## src/rtl/fsm_lee_ram.sv

```systemverilog
// fsm_lee_ram: sequential reader for the one-hot addressed register RAM.
// Sweeps locations 0..N_LOC-1 and hands each byte to a downstream consumer
// over a valid/ready handshake, in index order.
// Optional build macro SKIP_ZERO_EN: zero bytes are skipped and never presented.
module fsm_lee_ram #(
    parameter int N_LOC  = 32,
    parameter int DATA_W = 8,
    parameter int IDX_W  = 5
) (
    input  logic              clk,
    input  logic              reset,
    input  logic              start,
    input  logic [DATA_W-1:0] ram_data_in,
    output logic [N_LOC-1:0]  dir_ram,
    output logic              r_ram_enable,
    output logic              w_ram_enable,
    output logic [DATA_W-1:0] out_data,
    output logic [IDX_W-1:0]  out_index,
    output logic              out_valid,
    input  logic              out_ready,
    output logic              busy,
    output logic              done
);

    typedef enum logic [2:0] {
        IDLE,
        ADDR,
        CAPT,
        PRES,
        FIN
    } state_t;

    localparam logic [IDX_W-1:0] LAST_IDX = IDX_W'(N_LOC - 1);

    state_t            state_q;
    logic [IDX_W-1:0]  cnt_q;
    logic [N_LOC-1:0]  dir_q;
    logic              ren_q;
    logic [DATA_W-1:0] data_q;
    logic [IDX_W-1:0]  index_q;
    logic              valid_q;
    logic              busy_q;
    logic              done_q;
    logic              skip_byte;

    // One-hot decode of a location index; an out-of-range index yields all-zero.
    function automatic logic [N_LOC-1:0] onehot(input logic [IDX_W-1:0] idx);
        logic [N_LOC-1:0] v;
        v = '0;
        for (int i = 0; i < N_LOC; i++) begin
            if (idx == IDX_W'(i)) v[i] = 1'b1;
        end
        return v;
    endfunction

`ifdef SKIP_ZERO_EN
    // Zero bytes are dropped in CAPT instead of being presented.
    assign skip_byte = (ram_data_in == '0);
`else
    // Every location is presented regardless of its value.
    assign skip_byte = 1'b0;
`endif

    // Sweep controller: state, location counter and all registered outputs.
    // NOTE: sequential state uses non-blocking assignments so every register
    // samples the pre-edge values, independent of statement order.
    always_ff @(posedge clk or posedge reset) begin
        if (reset) begin
            state_q <= IDLE;
            cnt_q   <= '0;
            dir_q   <= '0;
            ren_q   <= 1'b0;
            data_q  <= '0;
            index_q <= '0;
            valid_q <= 1'b0;
            busy_q  <= 1'b0;
            done_q  <= 1'b0;
        end else begin
            // NOTE: done defaults low every cycle so it can only ever be a
            // single-cycle pulse set on the transition into FIN.
            done_q <= 1'b0;
            case (state_q)
                IDLE: begin
                    if (start) begin
                        cnt_q   <= '0;
                        dir_q   <= onehot('0);
                        ren_q   <= 1'b1;
                        busy_q  <= 1'b1;
                        state_q <= ADDR;
                    end
                end
                ADDR: begin
                    // Address and read enable were applied on entry; RAM data
                    // becomes valid during CAPT.
                    state_q <= CAPT;
                end
                CAPT: begin
                    if (skip_byte) begin
                        if (cnt_q == LAST_IDX) begin
                            dir_q   <= '0;
                            ren_q   <= 1'b0;
                            done_q  <= 1'b1;
                            state_q <= FIN;
                        end else begin
                            cnt_q   <= cnt_q + 1'b1;
                            dir_q   <= onehot(cnt_q + 1'b1);
                            state_q <= ADDR;
                        end
                    end else begin
                        data_q  <= ram_data_in;
                        index_q <= cnt_q;
                        dir_q   <= '0;
                        ren_q   <= 1'b0;
                        valid_q <= 1'b1;
                        state_q <= PRES;
                    end
                end
                PRES: begin
                    if (out_ready) begin
                        valid_q <= 1'b0;
                        if (cnt_q == LAST_IDX) begin
                            done_q  <= 1'b1;
                            state_q <= FIN;
                        end else begin
                            cnt_q   <= cnt_q + 1'b1;
                            dir_q   <= onehot(cnt_q + 1'b1);
                            ren_q   <= 1'b1;
                            state_q <= ADDR;
                        end
                    end
                end
                FIN: begin
                    busy_q  <= 1'b0;
                    state_q <= IDLE;
                end
                default: begin
                    dir_q   <= '0;
                    ren_q   <= 1'b0;
                    valid_q <= 1'b0;
                    busy_q  <= 1'b0;
                    state_q <= IDLE;
                end
            endcase
        end
    end

    assign dir_ram      = dir_q;
    assign r_ram_enable = ren_q;
    assign w_ram_enable = 1'b0;
    assign out_data     = data_q;
    assign out_index    = index_q;
    assign out_valid    = valid_q;
    assign busy         = busy_q;
    assign done         = done_q;

endmodule

```

## config.mk

```make
export PLATFORM = sky130hd
export DESIGN_NAME = fsm_lee_ram
export DESIGN_NICKNAME = d
export VERILOG_FILES = /design/src/rtl/fsm_lee_ram.sv
export SDC_FILE = /design/constraint.sdc
export NUM_CORES = 1
export LEC_CHECK = 0
export BUFFER_PORTS_ARGS = -buffer_cell sky130_fd_sc_hd__buf_4
export CAP_MARGIN = 20
export CORE_MARGIN = 5
export CORE_UTILIZATION = 45
export CTS_CLUSTER_DIAMETER = 150
export DETAILED_ROUTE_END_ITERATION = 12
export PLACE_DENSITY = 0.7
export SETUP_SLACK_MARGIN = 0.02
export SLEW_MARGIN = 20
export SYNTH_ARGS = -nofsm -noshare
export SYNTH_HDL_FRONTEND = slang
export SYNTH_SLANG_ARGS = --single-unit
```

## constraint.sdc

```tcl
create_clock -name clk -period 2.9 [get_ports clk]
set_clock_uncertainty 0.2 [all_clocks]
set_input_delay 0 -clock clk [delete_from_list [all_inputs] [get_ports clk]]
set_output_delay 0 -clock clk [all_outputs]
set_load 0.02 [all_outputs]
```

==> After elaboration in Yosys (flattened, before gate mapping) <==
Cells that the tools add are included.
{ "totals": {"input_bits": 12, "ff_bits": 57} }
{ "classes": {"n_bitwise": 3, "n_addsub": 1, "n_reduce_logical": 11, "muxes": 54, "n_eq_ne": 39} }
{ "op_table": {"columns": ["cell", "n"], "rows": [
  ["2-to-1 mux 32 bit", 3],
  ["case mux 32 bit (3 select lines)", 1],
  ["== test 5 bit, second input constant", 17],
  ["== test 5 x 4 -> 1 bit, second input constant", 8],
  ["2-to-1 mux 1 bit", 39],
  ["== test 5 x 3 -> 1 bit, second input constant", 4],
  ["2-to-1 mux 5 bit", 3],
  ["case mux 3 bit (4 select lines)", 1],
  ["== test 5 x 2 -> 1 bit, second input constant", 2],
  ["case mux 5 bit (2 select lines)", 1],
  ["2-to-1 mux 3 bit", 3],
  ["AND reduction 4 bit", 2],
  ["== test 3 x 2 -> 1 bit, second input constant", 2],
  ["!= test 2 bit, second input constant", 3],
  ["case mux 1 bit (3 select lines)", 2],
  ["AND reduction 2 bit", 3],
  ["OR reduction 3 bit", 2],
  ["adder 5 x 1 -> 5 bit, second input constant", 1],
  ["== test 5 x 1 -> 1 bit, second input constant", 1],
  ["zero test 5 bit", 1],
  ["== test 3 x 1 -> 1 bit, second input constant", 1],
  ["== test 3 bit, second input constant", 1],
  ["zero test 3 bit", 1],
  ["inverter 1 bit", 3],
  ["other kinds (3)", 3]
]} }

==> Longest topological paths before layout <==
{ "depth": {"depth_word": 6, "mapped_depth": 8, "ltp_nobuf": 7} }

==> Worst setup path after synthesis <==
OpenSTA, ideal clock, no wires.
{ "synth_path": {"path_type": "reg-to-reg", "start": "register cnt_q[0]", "end": "register cnt_q[3]", "period_less_slack_ps": 2146, "slack_ps": 754, "required_time_ps": 2570, "arrival_time_ps": 1816, "setup_time_ps": 130, "path_stages_with_launch": 9, "path_buffers": 1, "cell_sequence": "dfrtp_1 > ha_1 > and3_1 > ha_1 > nor2b_1 > and3_1 > clkbuf_2 > nand4_1 > mux2i_1"} }
{ "synth_between": {"elab_chain_len": 4, "word_cells_on_any_way": 7} }
{ "synth_lines": {"columns": ["item", "line_no", "rtl"], "rows": [
  ["from (decl)", "36", "logic [IDX_W-1:0] cnt_q;"],
  ["from (signal assigned)", "105", "cnt_q <= cnt_q + 1'b1;"],
  ["from (signal assigned)", "125", "cnt_q <= cnt_q + 1'b1;"],
  ["adder 5 x 1 -> 5 bit", "125", null],
  ["2-to-1 mux 5 bit", "121", "if (cnt_q == LAST_IDX) begin"],
  ["2-to-1 mux 5 bit", "119", "if (out_ready) begin"],
  ["case mux 5 bit (2 select lines)", "82", "case (state_q)"]
]} }
Parallel ways exist; a longest one is shown, timed or not. The select of a mux whose other input is x is not followed.
A chain may end at the register's enable or synchronous reset.

==> Worst setup path after layout <==
{ "layout_path": {"start": "register cnt_q[0]", "end": "register dir_q[29] (netlist: dir_ram[29])"} }
{ "layout_between": {"elab_chain_len": 6, "word_cells_on_any_way": 9} }
{ "layout_lines": {"columns": ["item", "line_no", "rtl"], "rows": [
  ["adder 5 x 1 -> 5 bit", "126", "dir_q <= onehot(cnt_q + 1'b1);"],
  ["== test 5 bit", "51", "if (idx == IDX_W'(i)) v[i] = 1'b1;"],
  ["2-to-1 mux 1 bit", "51", null],
  ["2-to-1 mux 32 bit", "121", null],
  ["2-to-1 mux 32 bit", "119", null],
  ["case mux 32 bit (3 select lines)", "82", null],
  ["to (signal assigned)", "86", "dir_q <= onehot('0);"],
  ["to (signal assigned)", "106", "dir_q <= onehot(cnt_q + 1'b1);"],
  ["to (signal assigned)", "126", null],
  ["to (decl)", "37", "logic [N_LOC-1:0] dir_q;"]
]} }
Parallel ways exist; a longest one is shown, timed or not. The select of a mux whose other input is x is not followed.

==> results.json <==
{
  "outcome": "finished clean",
  "ys_warn_count": 0,
  "avgSynthCellArea_um2": 12.8,
  "n_antenna_cell": 0,
  "ys_ff_latch": 57,
  "globalplace.congestion": 0.828,
  "synth_area_leaders": "dfrtp_1, o2bb2ai_1, mux2_2, ha_1, nand3_1",
  "synthesis.area_mm2": 0.00240,
  "rows": 26,
  "drv_cap": 0,
  "ys_top_cells_by_count": "dfrtp_1, o2bb2ai_1, mux2_2",
  "rsz0062_at_grt": "false",
  "cts_root_buf": "clkbuf_8",
  "worstMarginPinSlew_ns": 0.712,
  "busiest_layer": "met2",
  "die_x_um": 83.1,
  "critPathMaxFanout": 9,
  "cts.sinks": 57,
  "seq_area_mm2": 0.00143,
  "syn_inst": 188,
  "clk_latency_ns": 0.34,
  "fp.coreArea_mm2": 0.00514,
  "clock.fmax_mhz": 412,
  "final.period_utilization_pct": 83.7,
  "vias": 1817,
  "holdWs_ns": 0.144,
  "endpoint_kind": "flop",
  "yosysTopAreaCellShare_pct": 59.3,
  "cts_max_level": 3,
  "seq_area_frac_synth_pct": 59.3,
  "max_slew_margin_pct": 52.4,
  "crit_buf_inv": 0,
  "crit_type": "flop to flop",
  "start_util_pct": 46.8,
  "p_leak_nw": 1.53,
  "grt_pass1_wl_mm": 9.67,
  "grt_pass1_vias": 1928,
  "vias_per_cell": 5.31,
  "hp-class": "primary input to async pin",
  "met2_usage_pct": 25.9,
  "overflow": 0,
  "fillers": 434,
  "cp.arrival_ns": 2.49,
  "setup_tns_ns": 0,
  "clk_pin_slew_worst_paths_ns": 0.07,
  "cts_tree": "done",
  "first_iter_violations": 91,
  "cts_resized": 0,
  "drv_slew": 0,
  "ant_nets": 0,
  "multiInputGateArea_um2": 898,
  "async_flop_share_pct": 100,
  "finalSetupViolCount": 0,
  "die_h_um": 83.1,
  "slowest_stage": "dfrtp_1",
  "port_buffers": 60,
  "grt_max_degree": 35,
  "synth_edf_count": 0,
  "io_pins": 62,
  "post-synth-top-count-cell": "dfrtp_1",
  "dp_hpwl_mm": 3.80,
  "drt-pass1-iter-count": 4,
  "synth_ff_type": "dfrtp_1",
  "die_area_mm2": 0.00691,
  "grt.total_usage_pct": 17.6,
  "area_growth_pct": 33.5,
  "layout.nets": 285,
  "drive_gt1_share_pct": 36.8,
  "cts_made_buffers": 9,
  "crit_path_start_kind": "flop",
  "vdd_drop_max_v": 0.000641,
  "synth_nets": 206,
  "yosys.cell_types.count": 35,
  "crit_path_max_incr_delay_ns": 0.47,
  "cp_top_family": "simple AND/OR/NAND/NOR gates",
  "grtUsageMet1_pct": 23.2,
  "routed_wl_mm": 5.64,
  "finalHoldViolCount": 0,
  "use_met3_pct": 5.74,
  "cp_data_required_time_ns": 2.97,
  "fin_crit_ns": 2.43,
  "routedWlPerCell_um": 16.5,
  "yosysTopAreaCell": "dfrtp_1",
  "grt_antenna_before_repair": 0,
  "drc_errors": 0,
  "crit_chain": "ha_1 -> and3_1 -> ha_1 -> nor2b_1 -> and3_1 -> nand3_1 -> o2bb2ai_1",
  "p_per_area_mw_per_mm2": 971,
  "clockBufferDepth": 2
}
## layout by cell type, fill, tap and decap left out, types with 2 or more instances in the layout
cell type | synthesis | layout
mux2i_1 | 2 | 2
a21o_1 | 2 | 2
inv_1 | 7 | 6
ha_1 | 6 | 6
nand2_1 | 12 | 12
nor2b_1 | 3 | 3
clkinvlp_4 | 0 | 4
a2bb2oi_2 | 2 | 2
buf_4 | 2 | 64
dfrtp_1 | 57 | 57
clkbuf_8 | 0 | 10
mux2_2 | 13 | 13
a21oi_1 | 3 | 3
nor2_1 | 9 | 9
and4_1 | 2 | 2
and3_1 | 3 | 3
o21ai_0 | 5 | 5
o2bb2ai_1 | 31 | 31
nand3_1 | 9 | 9
dlygate4sd3_1 | 0 | 11
## worst min-delay path, cell delays in order
cell	delay [ns]
dlygate4sd3_1	0.54
buf_4	0.13
inv_2	0.51
## power breakdown
part | internal, mW | switching [mW]
combinational | 0.545 | 0.738
clock | 0.332 | 0.327
sequential | 0.996 | 0.181
total | 1.87 | 1.25
## routing by layer
layer  wire length [um]  part of all wire (%)
met2               2660                    47
met1               2590                    46
met3                267                   4.7
met5                  0                     0
met4                120                   2.1
## flip-flops by register name, indices dropped and copies added, names as in the netlist
register / cells
state_q: 3
out_data: 8
out_index: 5
cnt_q: 5
busy: 1
r_ram_enable: 1
dir_ram: 32
done: 1
out_valid: 1
## layout make-up
type | count | share of cell area (%)
Inverter | 7 | 0.818
Clock buffer | 10 | 4.29
Timing Repair Buffer | 75 | 18.4
Clock inverter | 6 | 1.36
Sequential cell | 57 | 44.4
Multi-Input combinational cell | 117 | 28.0
Tap cell | 70 | 2.73
## metrics by stage
stage / total power [mW] / worst slack, ns / cell area [um^2] / std cells / util (%)
after floorplan: 2.03 / 0.754 / 2400 / 188 / -
after global placement: 2.45 / 0.594 / 2920 / 315 / 56.8
after detailed placement: 2.47 / 0.494 / 2920 / 315 / 56.8
after CTS: 3.16 / 0.481 / 3210 / 342 / 62.5
after global routing: 3.32 / 0.275 / 3210 / 342 / 62.5
final: 3.12 / 0.473 / 3210 / 342 / 62.5
## path summary, 6_finish.rpt
kind,from,end,slack [ns],cells after the start
max,cnt_q[0]$_DFFE_PP0P_,dir_ram[29]$_DFFE_PP0P_,0.47,7
min,reset,out_data[2]$_DFFE_PP0P_,0.14,3
max reg2reg,cnt_q[0]$_DFFE_PP0P_,dir_ram[29]$_DFFE_PP0P_,0.47,7
min reg2reg,r_ram_enable$_DFFE_PP0P_,r_ram_enable$_DFFE_PP0P_,0.29,1
max in group asynchronous,reset,dir_ram[10]$_DFFE_PP0P_,1.70,4
min in group clk,ram_data_in[0],out_data[0]$_DFFE_PP0P_,0.24,3
## cell families after synthesis
kind of cell / after synthesis / share of synthesized area (%)
AO/OA/AOI/OAI: 50 / 17.3
adder cells (fa/ha/maj): 6 / 3.12
buffers and inverters: 14 / 3.54
flip-flops: 57 / 59.3
multiplexers: 15 / 6.92
other: 1 / 0.156
AND/OR/NAND/NOR: 45 / 9.63
## what timing repair did
item / in CTS / in global routing
hold buffers: 11 / 0
endpoints found under the hold margin: 51 / 0
setup buffers: 0 / 0
(Power assumes the default switching activity.)
